===== src/rtl/usb_fs_rx_frontend_if.sv =====
// Receive-side output bundle of the FS USB front end: activity level, byte strobe/data,
// error and end-of-packet strobes. master = front end, slave = packet decoder.
interface usb_fs_rx_frontend_if;
  logic       rx_active;
  logic       rx_valid;
  logic [7:0] rx_data;
  logic       rx_error;
  logic       eop;

  modport master (output rx_active, rx_valid, rx_data, rx_error, eop);
  modport slave  (input  rx_active, rx_valid, rx_data, rx_error, eop);
endinterface


===== src/rtl/usb_fs_rx_frontend.sv =====
// Full-speed USB receive front end: pad synchronisers, bit-timing recovery, NRZI decode,
// SYNC detection, bit un-stuffing, EOP detection and LSB-first byte assembly.
module usb_fs_rx_frontend #(
  parameter int OVERSAMPLE = 4
) (
  input  logic                 clk,
  input  logic                 rst_n,
  input  logic                 enable,
  input  logic                 dp_i,
  input  logic                 dm_i,
  usb_fs_rx_frontend_if.master rx_o
);
  localparam int            PW        = (OVERSAMPLE > 2) ? $clog2(OVERSAMPLE) : 1;
  localparam logic [PW-1:0] PH_SAMPLE = PW'(OVERSAMPLE / 2);
  localparam logic [PW-1:0] PH_LAST   = PW'(OVERSAMPLE - 1);
  localparam logic [1:0]    LS_J      = 2'b10;
  localparam logic [1:0]    LS_K      = 2'b01;
  localparam logic [1:0]    LS_SE0    = 2'b00;
  localparam logic [1:0]    LS_SE1    = 2'b11;

  typedef enum logic [2:0] {
    S_IDLE, S_SYNC, S_DATA, S_EOP1, S_EOP2, S_ERR
  } state_t;

  logic          dp_meta_q, dp_sync_q, dm_meta_q, dm_sync_q;
  logic [1:0]    line_q;
  logic [1:0]    prev_q, prev_d;
  logic [PW-1:0] phase_q, phase_d;
  state_t        state_q, state_d;
  logic [2:0]    zero_cnt_q, zero_cnt_d;
  logic [2:0]    ones_cnt_q, ones_cnt_d;
  logic [2:0]    bit_cnt_q, bit_cnt_d;
  logic [7:0]    sreg_q, sreg_d;
  logic [7:0]    data_q, data_d;
  logic          valid_q, valid_d;
  logic          error_q, error_d;
  logic          eop_q, eop_d;
  logic          active_q, active_d;
  logic          err_se0_q, err_se0_d;

  logic [1:0]    line;
  logic          sample;
  logic          is_j, is_k, is_se0, is_se1;
  logic          bit_dec;
  logic          stuff_slot;
  logic [7:0]    byte_nxt;

  assign line       = {dp_sync_q, dm_sync_q};
  assign sample     = (phase_q == PH_SAMPLE);
  assign is_j       = (line == LS_J);
  assign is_k       = (line == LS_K);
  assign is_se0     = (line == LS_SE0);
  assign is_se1     = (line == LS_SE1);
  assign bit_dec    = (line == prev_q);
  assign stuff_slot = (ones_cnt_q == 3'd6);
  assign byte_nxt   = {bit_dec, sreg_q[7:1]};

  // Every line edge re-centres the sample point half a bit later.
  assign phase_d = (line != line_q)     ? PW'(1) :
                   (phase_q == PH_LAST) ? '0     : phase_q + 1'b1;

  always_ff @(posedge clk or negedge rst_n) begin
    if (!rst_n) begin
      dp_meta_q  <= 1'b1;
      dp_sync_q  <= 1'b1;
      dm_meta_q  <= 1'b0;
      dm_sync_q  <= 1'b0;
      line_q     <= LS_J;
      prev_q     <= LS_J;
      phase_q    <= '0;
      state_q    <= S_IDLE;
      zero_cnt_q <= '0;
      ones_cnt_q <= '0;
      bit_cnt_q  <= '0;
      sreg_q     <= '0;
      data_q     <= '0;
      valid_q    <= 1'b0;
      error_q    <= 1'b0;
      eop_q      <= 1'b0;
      active_q   <= 1'b0;
      err_se0_q  <= 1'b0;
    end else begin
      dp_meta_q  <= dp_i;
      dp_sync_q  <= dp_meta_q;
      dm_meta_q  <= dm_i;
      dm_sync_q  <= dm_meta_q;
      line_q     <= line;
      prev_q     <= prev_d;
      phase_q    <= phase_d;
      state_q    <= state_d;
      zero_cnt_q <= zero_cnt_d;
      ones_cnt_q <= ones_cnt_d;
      bit_cnt_q  <= bit_cnt_d;
      sreg_q     <= sreg_d;
      data_q     <= data_d;
      valid_q    <= valid_d;
      error_q    <= error_d;
      eop_q      <= eop_d;
      active_q   <= active_d;
      err_se0_q  <= err_se0_d;
    end
  end

  always_comb begin
    state_d = state_q;
    if (!enable) begin
      state_d = S_IDLE;
    end else if (sample) begin
      case (state_q)
        S_IDLE: if (is_k) state_d = S_SYNC;
        S_SYNC: begin
          if (is_se0 || is_se1)  state_d = S_IDLE;
          else if (bit_dec)      state_d = (zero_cnt_q >= 3'd3) ? S_DATA : S_IDLE;
        end
        S_DATA: begin
          if (is_se0)                   state_d = S_EOP1;
          else if (is_se1)              state_d = S_ERR;
          else if (stuff_slot && bit_dec) state_d = S_ERR;
        end
        S_EOP1: state_d = is_se0 ? S_EOP2 : S_ERR;
        S_EOP2: begin
          if (is_j)         state_d = S_IDLE;
          else if (!is_se0) state_d = S_ERR;
        end
        S_ERR:  if (err_se0_q && is_j) state_d = S_IDLE;
        default: state_d = S_IDLE;
      endcase
    end
  end

  always_comb begin
    prev_d     = prev_q;
    zero_cnt_d = zero_cnt_q;
    ones_cnt_d = ones_cnt_q;
    bit_cnt_d  = bit_cnt_q;
    sreg_d     = sreg_q;
    data_d     = data_q;
    valid_d    = 1'b0;
    error_d    = 1'b0;
    eop_d      = 1'b0;
    active_d   = active_q;
    err_se0_d  = err_se0_q;
    if (!enable) begin
      prev_d     = LS_J;
      zero_cnt_d = '0;
      ones_cnt_d = '0;
      bit_cnt_d  = '0;
      sreg_d     = '0;
      active_d   = 1'b0;
      err_se0_d  = 1'b0;
    end else if (sample) begin
      prev_d = line;
      case (state_q)
        S_IDLE: if (is_k) zero_cnt_d = '0;
        S_SYNC: begin
          if (is_j || is_k) begin
            if (!bit_dec) begin
              zero_cnt_d = (zero_cnt_q == 3'd7) ? 3'd7 : zero_cnt_q + 3'd1;
            end else if (zero_cnt_q >= 3'd3) begin
              active_d   = 1'b1;
              ones_cnt_d = '0;
              bit_cnt_d  = '0;
              sreg_d     = '0;
            end
          end
        end
        S_DATA: begin
          if (is_se0) begin
            // A partial byte at EOP is dropped; the EOP itself may still complete.
            error_d    = (bit_cnt_q != 3'd0);
            bit_cnt_d  = '0;
            ones_cnt_d = '0;
          end else if (is_se1) begin
            error_d  = 1'b1;
            active_d = 1'b0;
          end else if (stuff_slot) begin
            if (bit_dec) begin
              error_d  = 1'b1;
              active_d = 1'b0;
            end else begin
              ones_cnt_d = '0;
            end
          end else begin
            sreg_d     = byte_nxt;
            bit_cnt_d  = bit_cnt_q + 3'd1;
            ones_cnt_d = bit_dec ? ones_cnt_q + 3'd1 : 3'd0;
            if (bit_cnt_q == 3'd7) begin
              data_d  = byte_nxt;
              valid_d = 1'b1;
            end
          end
        end
        S_EOP1: begin
          if (!is_se0) begin
            error_d  = 1'b1;
            active_d = 1'b0;
          end
        end
        S_EOP2: begin
          if (is_j) begin
            eop_d    = 1'b1;
            active_d = 1'b0;
          end else if (!is_se0) begin
            error_d  = 1'b1;
            active_d = 1'b0;
          end
        end
        S_ERR: begin
          active_d  = 1'b0;
          err_se0_d = is_se0;
        end
        default: active_d = 1'b0;
      endcase
    end
  end

  assign rx_o.rx_active = active_q;
  assign rx_o.rx_valid  = valid_q;
  assign rx_o.rx_data   = data_q;
  assign rx_o.rx_error  = error_q;
  assign rx_o.eop       = eop_q;
endmodule


===== src/flat_wrapper.sv =====
// flat-port wrapper written by rule: the top's interface ports become plain ports
module usb_fs_rx_frontend_flat 
#(
  parameter int OVERSAMPLE = 4
)
  (clk, rst_n, enable, dp_i, dm_i, rx_o_rx_active, rx_o_rx_valid, rx_o_rx_data, rx_o_rx_error, rx_o_eop);
  usb_fs_rx_frontend_if rx_o_i ();
  input  logic clk;
  input  logic rst_n;
  input  logic enable;
  input  logic dp_i;
  input  logic dm_i;
  output wire logic [$bits(rx_o_i.rx_active)-1:0] rx_o_rx_active;
  output wire logic [$bits(rx_o_i.rx_valid)-1:0] rx_o_rx_valid;
  output wire logic [$bits(rx_o_i.rx_data)-1:0] rx_o_rx_data;
  output wire logic [$bits(rx_o_i.rx_error)-1:0] rx_o_rx_error;
  output wire logic [$bits(rx_o_i.eop)-1:0] rx_o_eop;
  assign rx_o_rx_active = rx_o_i.rx_active;
  assign rx_o_rx_valid = rx_o_i.rx_valid;
  assign rx_o_rx_data = rx_o_i.rx_data;
  assign rx_o_rx_error = rx_o_i.rx_error;
  assign rx_o_eop = rx_o_i.eop;
  usb_fs_rx_frontend #(.OVERSAMPLE(OVERSAMPLE)) u_core (.clk(clk), .rst_n(rst_n), .enable(enable), .dp_i(dp_i), .dm_i(dm_i), .rx_o(rx_o_i));
endmodule

===== config.mk =====
export PLATFORM = sky130hd
export DESIGN_NAME = usb_fs_rx_frontend_flat
export DESIGN_NICKNAME = d
export VERILOG_FILES = /design/src/rtl/usb_fs_rx_frontend_if.sv /design/src/rtl/usb_fs_rx_frontend.sv /design/src/flat_wrapper.sv
export SDC_FILE = /design/constraint.sdc
export NUM_CORES = 1
export LEC_CHECK = 0
export ABC_CLOCK_PERIOD_IN_PS = 4000
export BUFFER_PORTS_ARGS = -buffer_cell sky130_fd_sc_hd__buf_2
export CORE_UTILIZATION = 35
export CTS_CLUSTER_DIAMETER = 30
export DETAILED_ROUTE_END_ITERATION = 16
export SETUP_SLACK_MARGIN = 0.4
export SLEW_MARGIN = 20
export SYNTH_ARGS = -nofsm -noshare
export SYNTH_HDL_FRONTEND = slang
export SYNTH_SLANG_ARGS = --single-unit
export TNS_END_PERCENT = 10

===== constraint.sdc =====
create_clock -name clk -period 4 [get_ports clk]
set_input_delay 0.8 -clock clk [delete_from_list [all_inputs] [get_ports clk]]
set_output_delay 0.8 -clock clk [all_outputs]
set_load 0.01 [all_outputs]

## Word level (Yosys, flattened, before mapping)

Index checks and enable logic that the tools add are counted.

| word-level totals | value |
|---|---|
| logic and storage cells | 164 |
| output and inout bits | 12 |
| bits of input ports | 5 |
| register bits after elaboration | 43 |

| cells by class | value |
|---|---|
| $add $sub $neg | 4 |
| multiplexer cells | 86 |
| bitwise logic cells | 3 |
| equality and inequality tests | 37 |
| order comparisons | 1 |
| reductions and logical operators | 15 |

Operators by type and width:

| kind | number |
|---|---|
| 2-to-1 mux 3 bit | 32 |
| 2-to-1 mux 8 bit | 8 |
| 2-to-1 mux 1 bit | 34 |
| AND reduction 7 bit | 3 |
| case mux 3 bit (2 select lines) | 3 |
| case mux 3 bit (6 select lines) | 1 |
| case mux 8 bit (2 select lines) | 1 |
| AND reduction 8 bit | 2 |
| == test 3 bit, second input constant | 5 |
| != test 3 x 2 -> 1 bit, second input constant | 5 |
| != test 3 bit, second input constant | 4 |
| != test 4 x 2 -> 1 bit, second input constant | 3 |
| != test 4 x 3 -> 1 bit, second input constant | 3 |
| 2-to-1 mux 2 bit | 5 |
| adder 3 x 1 -> 3 bit, second input constant | 3 |
| == test 2 bit, second input constant | 4 |
| == test 3 x 2 -> 1 bit, second input constant | 2 |
| != test 3 x 1 -> 1 bit, second input constant | 2 |
| AND reduction 6 bit | 1 |
| != test 5 x 2 -> 1 bit, second input constant | 1 |
| != test 5 x 4 -> 1 bit, second input constant | 1 |
| case mux 1 bit (5 select lines) | 1 |
| AND reduction 5 bit | 1 |
| != test 2 x 1 -> 1 bit, second input constant | 2 |
| other kinds (15) | 19 |

## Depth between registers and ports, before layout

Gate-level depths: netlist (run 1).

| logic depth | value |
|---|---|
| word-level depth | 8 |
| gate-level depth with buffers | 9 |
| gate-level depth less buffers | 7 |

## Least setup slack after synthesis (run 1)

Ideal clock, no wire load.

| timing | value |
|---|---|
| kind | flip-flop to flip-flop |
| start point | register u_core.dp_sync_q |
| end point | register u_core.state_q[1] |
| data required time | 3,875 ps |
| arrival | 2,062 ps |
| path slack | 1,813 ps |
| path buffers | 1 |
| period minus slack after synthesis | 2,187 ps |
| cell stages (with the launch flop) | 9 |
| cell sequence | dfstp_2 > inv_1 > ha_1 > clkbuf_1 > nor4b_2 > nand2_1 > a211oi_2 > nor2_1 > mux2_2 |

| between the ends | value |
|---|---|
| cells in the longest elaborated chain, start to end | 6 |

RTL lines:

| what | line | text |
|---|---|---|
| from (decl) | usb_fs_rx_frontend.sv:25 | `logic dp_meta_q, dp_sync_q, dm_meta_q, dm_sync_q;` |
| from (signal assigned) | usb_fs_rx_frontend.sv:84 | `dp_sync_q <= dp_meta_q;` |
| == test 2 bit or logical NOT 2 bit (tied branches) | usb_fs_rx_frontend.sv:53, usb_fs_rx_frontend.sv:52 |  |
| 2-to-1 mux 3 bit or logical OR 1 bit (tied branches) | usb_fs_rx_frontend.sv:117, usb_fs_rx_frontend.sv:112 |  |
| 2-to-1 mux 3 bit (on tied branches) | usb_fs_rx_frontend.sv:116, usb_fs_rx_frontend.sv:112 |  |
| case mux 3 bit (6 select lines) | usb_fs_rx_frontend.sv:109 | `case (state_q)` |
| 2-to-1 mux 3 bit | usb_fs_rx_frontend.sv:108 | `end else if (sample) begin` |
| 2-to-1 mux 3 bit | usb_fs_rx_frontend.sv:106 | `if (!enable) begin` |
| to (signal assigned) | usb_fs_rx_frontend.sv:90 | `state_q <= state_d;` |
| to (decl) | usb_fs_rx_frontend.sv:29 | `state_t state_q, state_d;` |

Parallel ways exist; a longest one is shown, timed or not. The select of a mux whose other input is x is not followed.
A chain may end at the register's enable or synchronous reset.

## Worst setup path in the final report (run 1)

| timing | value |
|---|---|
| start point | register u_core.phase_q[0] |
| end point | register u_core.ones_cnt_q[1] |

| between the ends | value |
|---|---|
| cells in the longest elaborated chain, start to end | 3 |

RTL lines:

| what | line | text |
|---|---|---|
| from (decl) | usb_fs_rx_frontend.sv:28 | `logic [PW-1:0] phase_q, phase_d;` |
| from (signal assigned) | usb_fs_rx_frontend.sv:89 | `phase_q <= phase_d;` |
| == test 2 bit | usb_fs_rx_frontend.sv:49 | `assign sample = (phase_q == PH_SAMPLE);` |
| != test 2 x 1 -> 1 bit (no line) | - |  |
| AND reduction 7 bit (no line) | - |  |
| to (signal assigned) | usb_fs_rx_frontend.sv:92 | `ones_cnt_q <= ones_cnt_d;` |
| to (decl) | usb_fs_rx_frontend.sv:31 | `logic [2:0] ones_cnt_q, ones_cnt_d;` |

Every way passes these cells.

==> results.txt, run 1 <==
----------------------------------------------------
[Status]
  Outcome ... finished, final reports clean

[Clocking]
  TritonCTS clock tree ... done
  Root buffer cell ... sky130_fd_sc_hd__clkbuf_8
  CTS H-Tree Depth ... 2
  Max clock buf depth ... 2
  PostCTS Resize Cnt ... 0
  Clock transition at path regs ... about 80 ps
  Post CTS Setup Buffer Count ... 0
  Insertion delay of the later-clocked pin in the worst-skew pair ... ~300 ps
  Number of buffers inserted for hold repair after clock tree synthesis ... 0
  Clk sink count ... between 40 and 50
  Num CTS Buffers ... 5

[Synth]
  Post-synthesis cell count ... 212
  Avg Inst Size Synth ... around 11 µm²
  Synth cell types ... 54
  Area fraction of the dominant cell type after synthesis ... roughly two fifths
  Most common flop cell mapped by yosys ... sky130_fd_sc_hd__dfrtp_1
  Warnings, synthesis ... 0
  Fraction of registers with async set or reset after synthesis ... 100%
  Share of the yosys chip area belonging to registers ... a little under half
  Count of flip-flops with a built-in enable after synthesis ... 0
  Post-synth net total ... roughly 230
  Netlist area before placement ... 2300 µm²
  Area leader, netlist ... sky130_fd_sc_hd__dfrtp_1
  Flip-flop and latch count after synthesis ... 42
  Synth top area cells ... sky130_fd_sc_hd__dfrtp_1 (41%), sky130_fd_sc_hd__ha_1 (7.6%), sky130_fd_sc_hd__mux2_2 (4.9%)

[Floorplanning]
  Number of core rows ... 29
  Die width ... 83.1 µm
  Die height ... roughly 83 µm
  Die footprint ... just under 7000 µm²
  Num ports ... 17
  Initial core utilization ... between 30 and 40%
  Placeable core region ... 6350 µm²

[Timing]
  Final TNS setup ... 0 ps
  Final Critical Period ... roughly 2400 ps
  RSZ-0062 raised after global routing ... no
  Max Fclk ... around 410 MHz
  Count of endpoints failing setup in the final report ... 0
  Clock tree skew after final layout ... just over 9 ps
  Worst slew pin tran ... 910 ps
  Number of pins exceeding their max-slew limit in the final report ... 0
  Total count of hold-check failures in the final report ... 0
  Period utilization ... around 61%
  Worst slew margin relative to its limit ... between 30 and 40%

[Global route]
  Number of antenna violations at the first check in global routing ... 0
  Number of global-route vias before repair ... about 1600
  GRT Residual Overflow ... 0
  Met1 demand-to-capacity share in global routing ... about 18%
  Most used routing layer in global routing ... met2
  First-pass GRT wire length ... approximately 7.5 mm
  Global routing usage summed across all routing layers ... 13.4%
  Met3 Use GR ... approximately 2.7%
  Pin count of the biggest net entering global routing ... between 40 and 50
  Met2 demand-to-capacity share in global routing ... 21.1%

[Pwr]
  Leakage Power ... around 1.2 nW
  Worst vdd rail ir drop ... approximately 0.18 mV
  Relative contribution of sequential cells to total power ... about half
  Combinational cell fraction of total power ... a little under a tenth
  Internal power component ... 655 µW
  Power Density ... 348 nW/µm²
  Switching Share ... 25.2%
  Switching component of the power ... 221 µW
  Share of power burned in the clock network ... 38.8%

[Setup path]
  Data required, critical path ... around 4200 ps
  Sort of element at the start of the critical path ... flip-flop
  Critical-path maximum fanout ... 11
  Data arrival time of the worst path ... 2590 ps
  Kind of critical path ... flip-flop to flip-flop
  Crit. End Element ... flip-flop

[Detailed routing]
  Iteration-0 DRC Markers ... approximately 140
  Average wire per standard cell ... roughly 14 µm
  Routed Antenna Nets ... 0
  Vias after detailed routing ... around 1600
  DRC viols ... 0
  Via density per instance ... roughly 5.3
  First drt pass iteration count ... 4
  Final wirelength ... roughly 4.3 mm

[Placed design]
  Post-placement cell area ... roughly 2400 µm²
  IO buf count ... 16
  Detailed placement HPWL ... a little under 3 mm
  Gpl congestion ... around 0.76

[Min path]
  Worst min path class ... flip-flop to flip-flop

[Layout]
  Final non-filler cell area ... between 2000 and 3000 µm²
  Post-layout net count ... between 200 and 250
  Area added between synthesis and finish ... 9.29%
  Highest-count cells in the layout ignoring fill and taps ... sky130_fd_sc_hd__dfrtp_1 (38), sky130_fd_sc_hd__inv_1 (19), sky130_fd_sc_hd__buf_2 (16), sky130_fd_sc_hd__o21ai_0 (14), sky130_fd_sc_hd__ha_1 (14)
  Commonest non-fill, non-tap cell in the layout ... sky130_fd_sc_hd__dfrtp_1
  Fraction of final layout cells with drive strength greater than 1 ... about 22%
  # diodes ... 0

[Flow run]
  MaxCap Viol Count ... 0

----------------------------------------------------
## power groups by stage
stage | clock network [mW] | logic (mW) | registers [mW]
detailed placement | 0 | 0.0834 | 0.461
floorplan | 0 | 0.0675 | 0.455
global placement | 0 | 0.0823 | 0.461
CTS | 0.356 | 0.0839 | 0.453
global route | 0.366 | 0.0945 | 0.456
finish | 0.340 | 0.0832 | 0.453
## per-layer routing
metal / share of wire [%] / vias up / wire [µm]
met2: 46 / 40 / 1990
li1: - / 780 / -
met3: 4.2 / 7 / 181
met1: 48 / 770 / 2070
met4: 1.6 / 0 / 71
met5: 0 / - / 0
## cell families (layout without fill, tap and decap cells)
group / after synthesis / count (layout) / share of synthesized area (%)
simple gates: 59 / 59 / 16.0
compound gates: 48 / 48 / 14.7
flops: 42 / 42 / 45.9
buf+inv: 29 / 44 / 6.58
mux: 16 / 16 / 7.72
fa+ha+maj: 14 / 14 / 7.61
xor+xnor: 4 / 4 / 1.52
## final timing paths
kind / slack (ps) / to / cells past startpoint / start
setup / recovery: 1570 / u_core.ones_cnt_q[1] / 7 / u_core.phase_q[0]
hold reg to reg: 360 / u_core.dp_sync_q / 0 / u_core.dp_meta_q
setup reg to reg: 1570 / u_core.ones_cnt_q[1] / 7 / u_core.phase_q[0]
min in group asynchronous: 630 / u_core.rx_o.rx_data[3] / 1 / rst_n
max in group asynchronous: 2810 / u_core.zero_cnt_q[2] / 1 / rst_n
hold / removal: 360 / u_core.dp_sync_q / 0 / u_core.dp_meta_q
## flip-flops by register name, summed over array words and instances, names as in the netlist, 2 cells and up
signal / flops
u_core.rx_o.rx_data: 8
u_core.sreg_q: 7
u_core.bit_cnt_q: 3
u_core.ones_cnt_q: 3
u_core.state_q: 3
u_core.zero_cnt_q: 3
u_core.line_q: 2
u_core.phase_q: 2
u_core.prev_q: 2
## critical path: stages, from the launching register on
cell and delay (ps):
sky130_fd_sc_hd__dfrtp_1 400, sky130_fd_sc_hd__inv_1 60, sky130_fd_sc_hd__ha_1 450, sky130_fd_sc_hd__or4bb_1 540
sky130_fd_sc_hd__o211ai_2 170, sky130_fd_sc_hd__and3_4 230, sky130_fd_sc_hd__a21boi_0 300, sky130_fd_sc_hd__o22ai_1 150
## stage by stage
stage	total power, mW	utilization [%]	hold WS [ps]	setup WS, ps	std cells
2_1_floorplan	0.522	-	331	1810	212
3_3_place_gp	0.543	37.9	333	1620	296
3_5_place_dp	0.545	37.9	344	1570	296
4_1_cts	0.893	39.6	362	1570	304
5_1_grt	0.917	39.6	363	1430	304
6_report	0.876	39.6	360	1570	304
## area by class of cell
cell class | count | area, µm²
multi-input combinational | 141 | 1090
inverter | 19 | 71.3
fill | 609 | 3830
clock buffer | 6 | 72.6
sequential | 42 | 1060
clock inverter | 2 | 37.5
tap | 77 | 96.3
timing repair buffer | 17 | 87.6
## synth_stat cells, types with 2 or more instances
library cell / count
sky130_fd_sc_hd__mux2_2: 10
sky130_fd_sc_hd__and2_1: 4
sky130_fd_sc_hd__mux2i_1: 5
sky130_fd_sc_hd__buf_6: 4
sky130_fd_sc_hd__nor2_1: 9
sky130_fd_sc_hd__o41ai_1: 2
sky130_fd_sc_hd__a211oi_1: 2
sky130_fd_sc_hd__dfrtp_1: 38
sky130_fd_sc_hd__o21ai_0: 14
sky130_fd_sc_hd__inv_1: 19
sky130_fd_sc_hd__xor2_1: 2
sky130_fd_sc_hd__a22o_1: 5
sky130_fd_sc_hd__buf_4: 2
sky130_fd_sc_hd__o31ai_1: 2
sky130_fd_sc_hd__nand2_1: 12
sky130_fd_sc_hd__or4bb_1: 2
sky130_fd_sc_hd__nand3_1: 12
sky130_fd_sc_hd__a21oi_1: 8
sky130_fd_sc_hd__dfstp_2: 4
sky130_fd_sc_hd__clkbuf_1: 2
sky130_fd_sc_hd__ha_1: 14
sky130_fd_sc_hd__and3_1: 2
sky130_fd_sc_hd__nor2b_1: 5
sky130_fd_sc_hd__xnor2_1: 2
sky130_fd_sc_hd__o22ai_1: 2
Note: power is estimated with default switching activity, not from simulation.
==> run 2: changes to the inputs <==
- ABC_CLOCK_PERIOD_IN_PS: 4000 -> 2050
- clock period: 4 -> 2.05 ns (I/O delays scaled with it)
==> run 2 against run 1 <==
Net effect: via count increased by 7.1%; total power grew 92%; sequential cell count is the same; sequential power increased by 93%; global-route usage grew 0.41 points; register-to-register slack got worse by 1400 ps; non-clock buffer count rose by 29; sequential share of layout area fell by 4.7 points; final cell count is 9.5% higher; first-iteration DRC count fell by 41%; combinational power rose to 3.1 times the previous value.
==> results.txt, run 2 (synthesis gave the netlist of run 1 again) <==
----------------------------------------------------
[Status]
  Outcome ... finished, final reports clean

[Timing]
  Count of endpoints failing setup in the final report ... 0
  Worst slew margin relative to its limit ... between 60% and 70%
  Period utilization ... ~94%
  Number of pins exceeding their max-slew limit in the final report ... 0
  Worst-case hold slack ... between 60 and 70 ps
  Total count of hold-check failures in the final report ... 0
  Worst slew pin tran ... 505 ps
  RSZ-0062 raised after global routing ... yes
  Final Critical Period ... between 1500 and 2000 ps
  Max Fclk ... about 520 MHz
  Final TNS setup ... 0 ps
  Clock tree skew after final layout ... roughly 13 ps

[Floorplanning]
  Placeable core region ... approximately 6300 µm²
  Die footprint ... between 6000 and 7000 µm²
  Number of core rows ... 29
  Initial core utilization ... 36.3%
  Die height ... around 83 µm
  Die width ... slightly above 80 µm
  Num ports ... 17

[Clocking]
  Num CTS Buffers ... 5
  Root buffer cell ... sky130_fd_sc_hd__clkbuf_8
  Insertion delay of the later-clocked pin in the worst-skew pair ... about 300 ps
  Clk sink count ... 42
  Number of buffers inserted for hold repair after clock tree synthesis ... 0
  TritonCTS clock tree ... done
  Clock transition at path regs ... about 90 ps
  CTS H-Tree Depth ... 2
  Max clock buf depth ... 2

[Pwr]
  Worst vdd rail ir drop ... between 0.3 and 0.4 mV
  Power Density ... just under 600 nW/µm²
  Leakage Power ... about 1.3 nW
  Total power ... between 1.5 and 2 mW

[Setup path]
  Critical-path maximum fanout ... 5
  Crit. End Element ... flip-flop
  CP max stage delay ... between 400 and 500 ps
  Delay-heaviest family, CP ... simple AND/OR/NAND/NOR gates
  Sort of element at the start of the critical path ... flip-flop
  Number of buffer and inverter stages on the critical path ... 3
  Crit path max-delay cell type ... sky130_fd_sc_hd__or4bb_1
  Data required, critical path ... 2260 ps
  Kind of critical path ... flip-flop to flip-flop
  Critical-path cell list ... inv_2 > ha_4 > buf_6 > or4bb_1 > o211ai_2 > and3_4 > buf_4 > nand3_1 > o22ai_1
  Data arrival time of the worst path ... approximately 2100 ps

[Placed design]
  Gpl congestion ... between 0.7 and 0.8
  IO buf count ... 16
  Post-placement cell area ... between 2000 and 3000 µm²
  Detailed placement HPWL ... 3.13 mm

[Detailed routing]
  Routed Antenna Nets ... 0
  Vias after detailed routing ... 1711
  Final wirelength ... 4.47 mm
  First drt pass iteration count ... 4
  Iteration-0 DRC Markers ... between 80 and 90
  DRC viols ... 0
  Via density per instance ... around 5
  Average wire per standard cell ... 13.4 µm

[Layout]
  Flip-flop count of the largest register, all copies and words added ... 8
  Sequential cell area in the final layout ... between 1000 and 1500 µm²
  Area occupied by multi-input gates ... approximately 1200 µm²
  # diodes ... 0
  Fillers ... a little under 600
  Highest-count cells in the layout ignoring fill and taps ... sky130_fd_sc_hd__dfrtp_1 (36), sky130_fd_sc_hd__buf_4 (27), sky130_fd_sc_hd__buf_2 (16), sky130_fd_sc_hd__inv_1 (15), sky130_fd_sc_hd__o21ai_0 (14)
  Area added between synthesis and finish ... 23.2%
  Commonest non-fill, non-tap cell in the layout ... sky130_fd_sc_hd__dfrtp_1
  Final non-filler cell area ... 2840 µm²
  Post-layout net count ... roughly 270
  Fraction of final layout cells with drive strength greater than 1 ... 38.3%

[Global route]
  Number of antenna violations at the first check in global routing ... 0
  GRT Residual Overflow ... 0
  Pin count of the biggest net entering global routing ... 43
  Number of global-route vias before repair ... about 1600
  Global routing usage summed across all routing layers ... between 10 and 15%
  First-pass GRT wire length ... ~7.7 mm

[Min path]
  Worst min path class ... primary input to async pin

[Flow run]
  MaxCap Viol Count ... 0

----------------------------------------------------
## run 2: final timing paths
check	startpoint	end	slack, ps	cells past startpoint
min in group clk	dp_i	u_core.dp_meta_q	210	1
worst max-delay path	u_core.phase_q[0]	u_core.ones_cnt_q[1]	130	9
worst max register to register	u_core.phase_q[0]	u_core.ones_cnt_q[1]	130	9
max in group asynchronous	rst_n	u_core.prev_q[1]	1730	2
worst min-delay path	rst_n	u_core.phase_q[1]	60	2
worst min register to register	u_core.dm_meta_q	u_core.dm_sync_q	350	0
## run 2: cell type report
| type | instances | share of cell area, % |
|---|---|---|
| well taps | 77 | 3.40 |
| flip-flops and latches | 42 | 37.3 |
| clock buffers | 5 | 2.43 |
| multi-input cells | 141 | 41.6 |
| repair buffers | 46 | 11.8 |
| clock inverters | 3 | 0.750 |
| inverters | 19 | 2.73 |
## run 2: repair_timing
item | CTS | global route
endpoints found under the setup margin | 30 | 30
cloned | 0 | 0
gates resized for setup | 11 | 6
buffers inserted | 8 | 3
pin swaps | 6 | 6
hold endpoints to repair | 0 | 0
## run 2: power by group
group          switching [mW]  leakage, nW  internal (mW)
clock                   0.309       0.0441          0.240
sequential             0.0225        0.556          0.853
combinational           0.134        0.707          0.123
total                   0.466         1.31           1.22
## run 2: per-layer routing
layer	routed length, µm	vias to the layer above	GRT usage [%]
li1	-	839	-
met1	2170	833	18.9
met2	2100	32	21.7
met3	148	7	3.08
met4	56	0	4.23
met5	0	-	0
## run 2: through the flow
stage / instances / utilization (%) / setup slack [ps]
finish: 333 / 44.7 / 131
global route: 333 / 44.7 / 45.3
CTS: 330 / 43.8 / 119
detailed placement: 314 / 40.6 / 44.3
global placement: 314 / 40.6 / 107
floorplan: 212 / - / 111
==> run 3: changes to the inputs <==
- ABC_CLOCK_PERIOD_IN_PS: 2050 -> unset
- CTS_CLUSTER_DIAMETER: 30 -> 80
- PLACE_DENSITY: unset -> 0.49
==> run 3 against run 2 <==
Net effect: total power fell by 0.54%; critical path type unchanged; clock-buffer cell count is the same; fmax fell by 0.14%; hold slack lost 1.5 ps; first-iteration DRC count is 7.1% lower; highest routed layer unchanged; non-clock buffer count stayed put; largest cell class unchanged; via count down 3.7%.
==> results.txt, run 3 (synthesis gave the netlist of run 1 again) <==
----------------------------------------------------
[Pwr]
  Relative contribution of sequential cells to total power ... 52.2%
  Leakage Power ... roughly 1.3 nW
  Power Density ... ~600 nW/µm²
  Worst vdd rail ir drop ... roughly 0.26 mV
  Share of power burned in the clock network ... around a third
  Switching component of the power ... about 460 µW
  Switching Share ... between 20% and 30%
  Internal power component ... roughly 1.2 mW
  Combinational cell fraction of total power ... between 10% and 20%

[Global route]
  Met1 demand-to-capacity share in global routing ... between 20% and 30%
  First-pass GRT wire length ... slightly above 8 mm
  GRT Residual Overflow ... 0
  Pin count of the biggest net entering global routing ... 25
  Number of global-route vias before repair ... about 1600
  Most used routing layer in global routing ... met2
  Global routing usage summed across all routing layers ... about 15%
  Met2 demand-to-capacity share in global routing ... between 20% and 30%
  Number of antenna violations at the first check in global routing ... 0
  Met3 Use GR ... 3.28%

[Timing]
  Worst slew margin relative to its limit ... 67.5%
  Final TNS setup ... 0 ps
  Period utilization ... 93.7%
  Max Fclk ... roughly 520 MHz
  RSZ-0062 raised after global routing ... yes
  Final Critical Period ... approximately 1900 ps
  Count of endpoints failing setup in the final report ... 0
  Clock tree skew after final layout ... slightly below 7 ps
  Number of pins exceeding their max-slew limit in the final report ... 0
  Total count of hold-check failures in the final report ... 0
  Worst slew pin tran ... 481 ps
  Worst-case hold slack ... around 60 ps
  Smallest setup slack after layout ... around 130 ps

[Setup path]
  Crit. End Element ... flip-flop
  Critical-path maximum fanout ... 5
  Data arrival time of the worst path ... ~2100 ps
  Sort of element at the start of the critical path ... flip-flop
  Data required, critical path ... 2240 ps
  Kind of critical path ... flip-flop to flip-flop
  Number of buffer and inverter stages on the critical path ... 2
  Crit path max-delay cell type ... sky130_fd_sc_hd__or4bb_1
  CP max stage delay ... roughly 400 ps
  Delay-heaviest family, CP ... simple AND/OR/NAND/NOR gates
  Critical-path cell list ... inv_1 > ha_2 > buf_6 > or4bb_1 > o211ai_2 > and3_4 > o21ai_2 > mux2_4

[Floorplanning]
  Num ports ... 17
  Die width ... 83.1 µm
  Placeable core region ... ~6300 µm²
  Number of core rows ... 29
  Die footprint ... ~6900 µm²
  Initial core utilization ... ~36%
  Die height ... 83.1 µm

[Layout]
  Commonest non-fill, non-tap cell in the layout ... sky130_fd_sc_hd__dfrtp_1
  Fillers ... roughly 600
  Highest-count cells in the layout ignoring fill and taps ... sky130_fd_sc_hd__dfrtp_1 (35), sky130_fd_sc_hd__buf_4 (28), sky130_fd_sc_hd__inv_1 (17), sky130_fd_sc_hd__buf_2 (16), sky130_fd_sc_hd__o21ai_0 (14)
  Post-layout net count ... roughly 270
  Fraction of final layout cells with drive strength greater than 1 ... 36.3%
  # diodes ... 0
  Flip-flop count of the largest register, all copies and words added ... 8
  Area added between synthesis and finish ... 21.0%

[Clocking]
  Root buffer cell ... sky130_fd_sc_hd__clkbuf_8
  TritonCTS clock tree ... done
  CTS H-Tree Depth ... 2
  Clk sink count ... 42
  Number of buffers inserted for hold repair after clock tree synthesis ... 0
  Num CTS Buffers ... 5
  Insertion delay of the later-clocked pin in the worst-skew pair ... ~300 ps
  Clock transition at path regs ... approximately 90 ps
  Max clock buf depth ... 2

[Detailed routing]
  Final wirelength ... approximately 4.6 mm
  Iteration-0 DRC Markers ... 78
  DRC viols ... 0
  Average wire per standard cell ... 13.9 µm
  First drt pass iteration count ... 4
  Via density per instance ... between 4 and 5
  Routed Antenna Nets ... 0
  Vias after detailed routing ... 1648

[Placed design]
  Gpl congestion ... ~0.75
  IO buf count ... 16
  Pre-CTS setup slack ... 42.0 ps
  Detailed placement HPWL ... approximately 3.3 mm

[Min path]
  Worst min path class ... primary input to async pin

[Status]
  Outcome ... finished, final reports clean

[Flow run]
  MaxCap Viol Count ... 0

----------------------------------------------------
[run 3: cell types whose count changed in the layout (fill, tap and decap cells not counted), sizes merged]
cell / change
inv: +2
clkinv: -2
[run 3: path summary, 6_finish.rpt]
path / slack (ps) / cells past startpoint / endpoint / from
worst max-delay path: 130 / 8 / u_core.bit_cnt_q[0] / u_core.phase_q[0]
worst min-delay path: 60 / 1 / u_core.state_q[2] / rst_n
worst max register to register: 130 / 8 / u_core.bit_cnt_q[0] / u_core.phase_q[0]
worst min register to register: 350 / 0 / u_core.dm_sync_q / u_core.dm_meta_q
max in group asynchronous: 1430 / 2 / u_core.dp_meta_q / rst_n
min in group clk: 210 / 1 / u_core.dp_meta_q / dp_i
[run 3: repair_timing]
| action | in CTS | in global routing |
|---|---|---|
| setup buffers | 6 | 1 |
| setup endpoints to repair | 30 | 30 |
| gates resized for setup | 10 | 0 |
| pin swaps | 5 | 2 |
[run 3: final cells by class]
| class | count | area (µm²) | area share (%) |
|---|---|---|---|
| clock buffers | 5 | 68.8 | 2.47 |
| clock inverters | 3 | 23.8 | 0.853 |
| inverters | 19 | 71.3 | 2.56 |
| multi-input cells | 141 | 1140 | 41.1 |
| flip-flops and latches | 42 | 1060 | 38.0 |
| well taps | 77 | 96.3 | 3.46 |
| repair buffers | 46 | 322 | 11.5 |
[run 3: worst reg2reg max path: cells and delay by family, from the launching register on]
family / cells / cell delay (ps)
AND/OR/NAND/NOR: 2 / 640
flip-flops: 1 / 380
multiplexers: 1 / 260
adder cells (fa/ha/maj): 1 / 190
AO/OA/AOI/OAI: 2 / 170
buffers and inverters: 2 / 160
[run 3: stage by stage]
step | std cells | total power, mW | util [%] | cell area [µm²]
floorplan | 212 | 1.03 | - | 2340
global placement | 318 | 1.11 | 41.1 | 2610
detailed placement | 318 | 1.11 | 41.1 | 2610
CTS | 332 | 1.70 | 43.8 | 2780
global route | 333 | 1.77 | 43.9 | 2790
finish | 333 | 1.67 | 43.9 | 2790
[run 3: routing by layer]
| layer | up-vias | share of wire [%] | routed length, µm |
|---|---|---|---|
| li1 | 835 | - | - |
| met4 | 0 | 0.91 | 42 |
| met1 | 784 | 51 | 2380 |
| met5 | - | 0 | 0 |
| met3 | 4 | 2.7 | 124 |
| met2 | 25 | 45 | 2070 |
[run 3: power groups by stage]
stage	clock network (mW)	registers, mW	logic (mW)
after CTS	0.585	0.873	0.239
final	0.559	0.873	0.241
after detailed placement	0	0.891	0.218
after global routing	0.622	0.877	0.270
after floorplan	0	0.888	0.139
after global placement	0	0.890	0.218
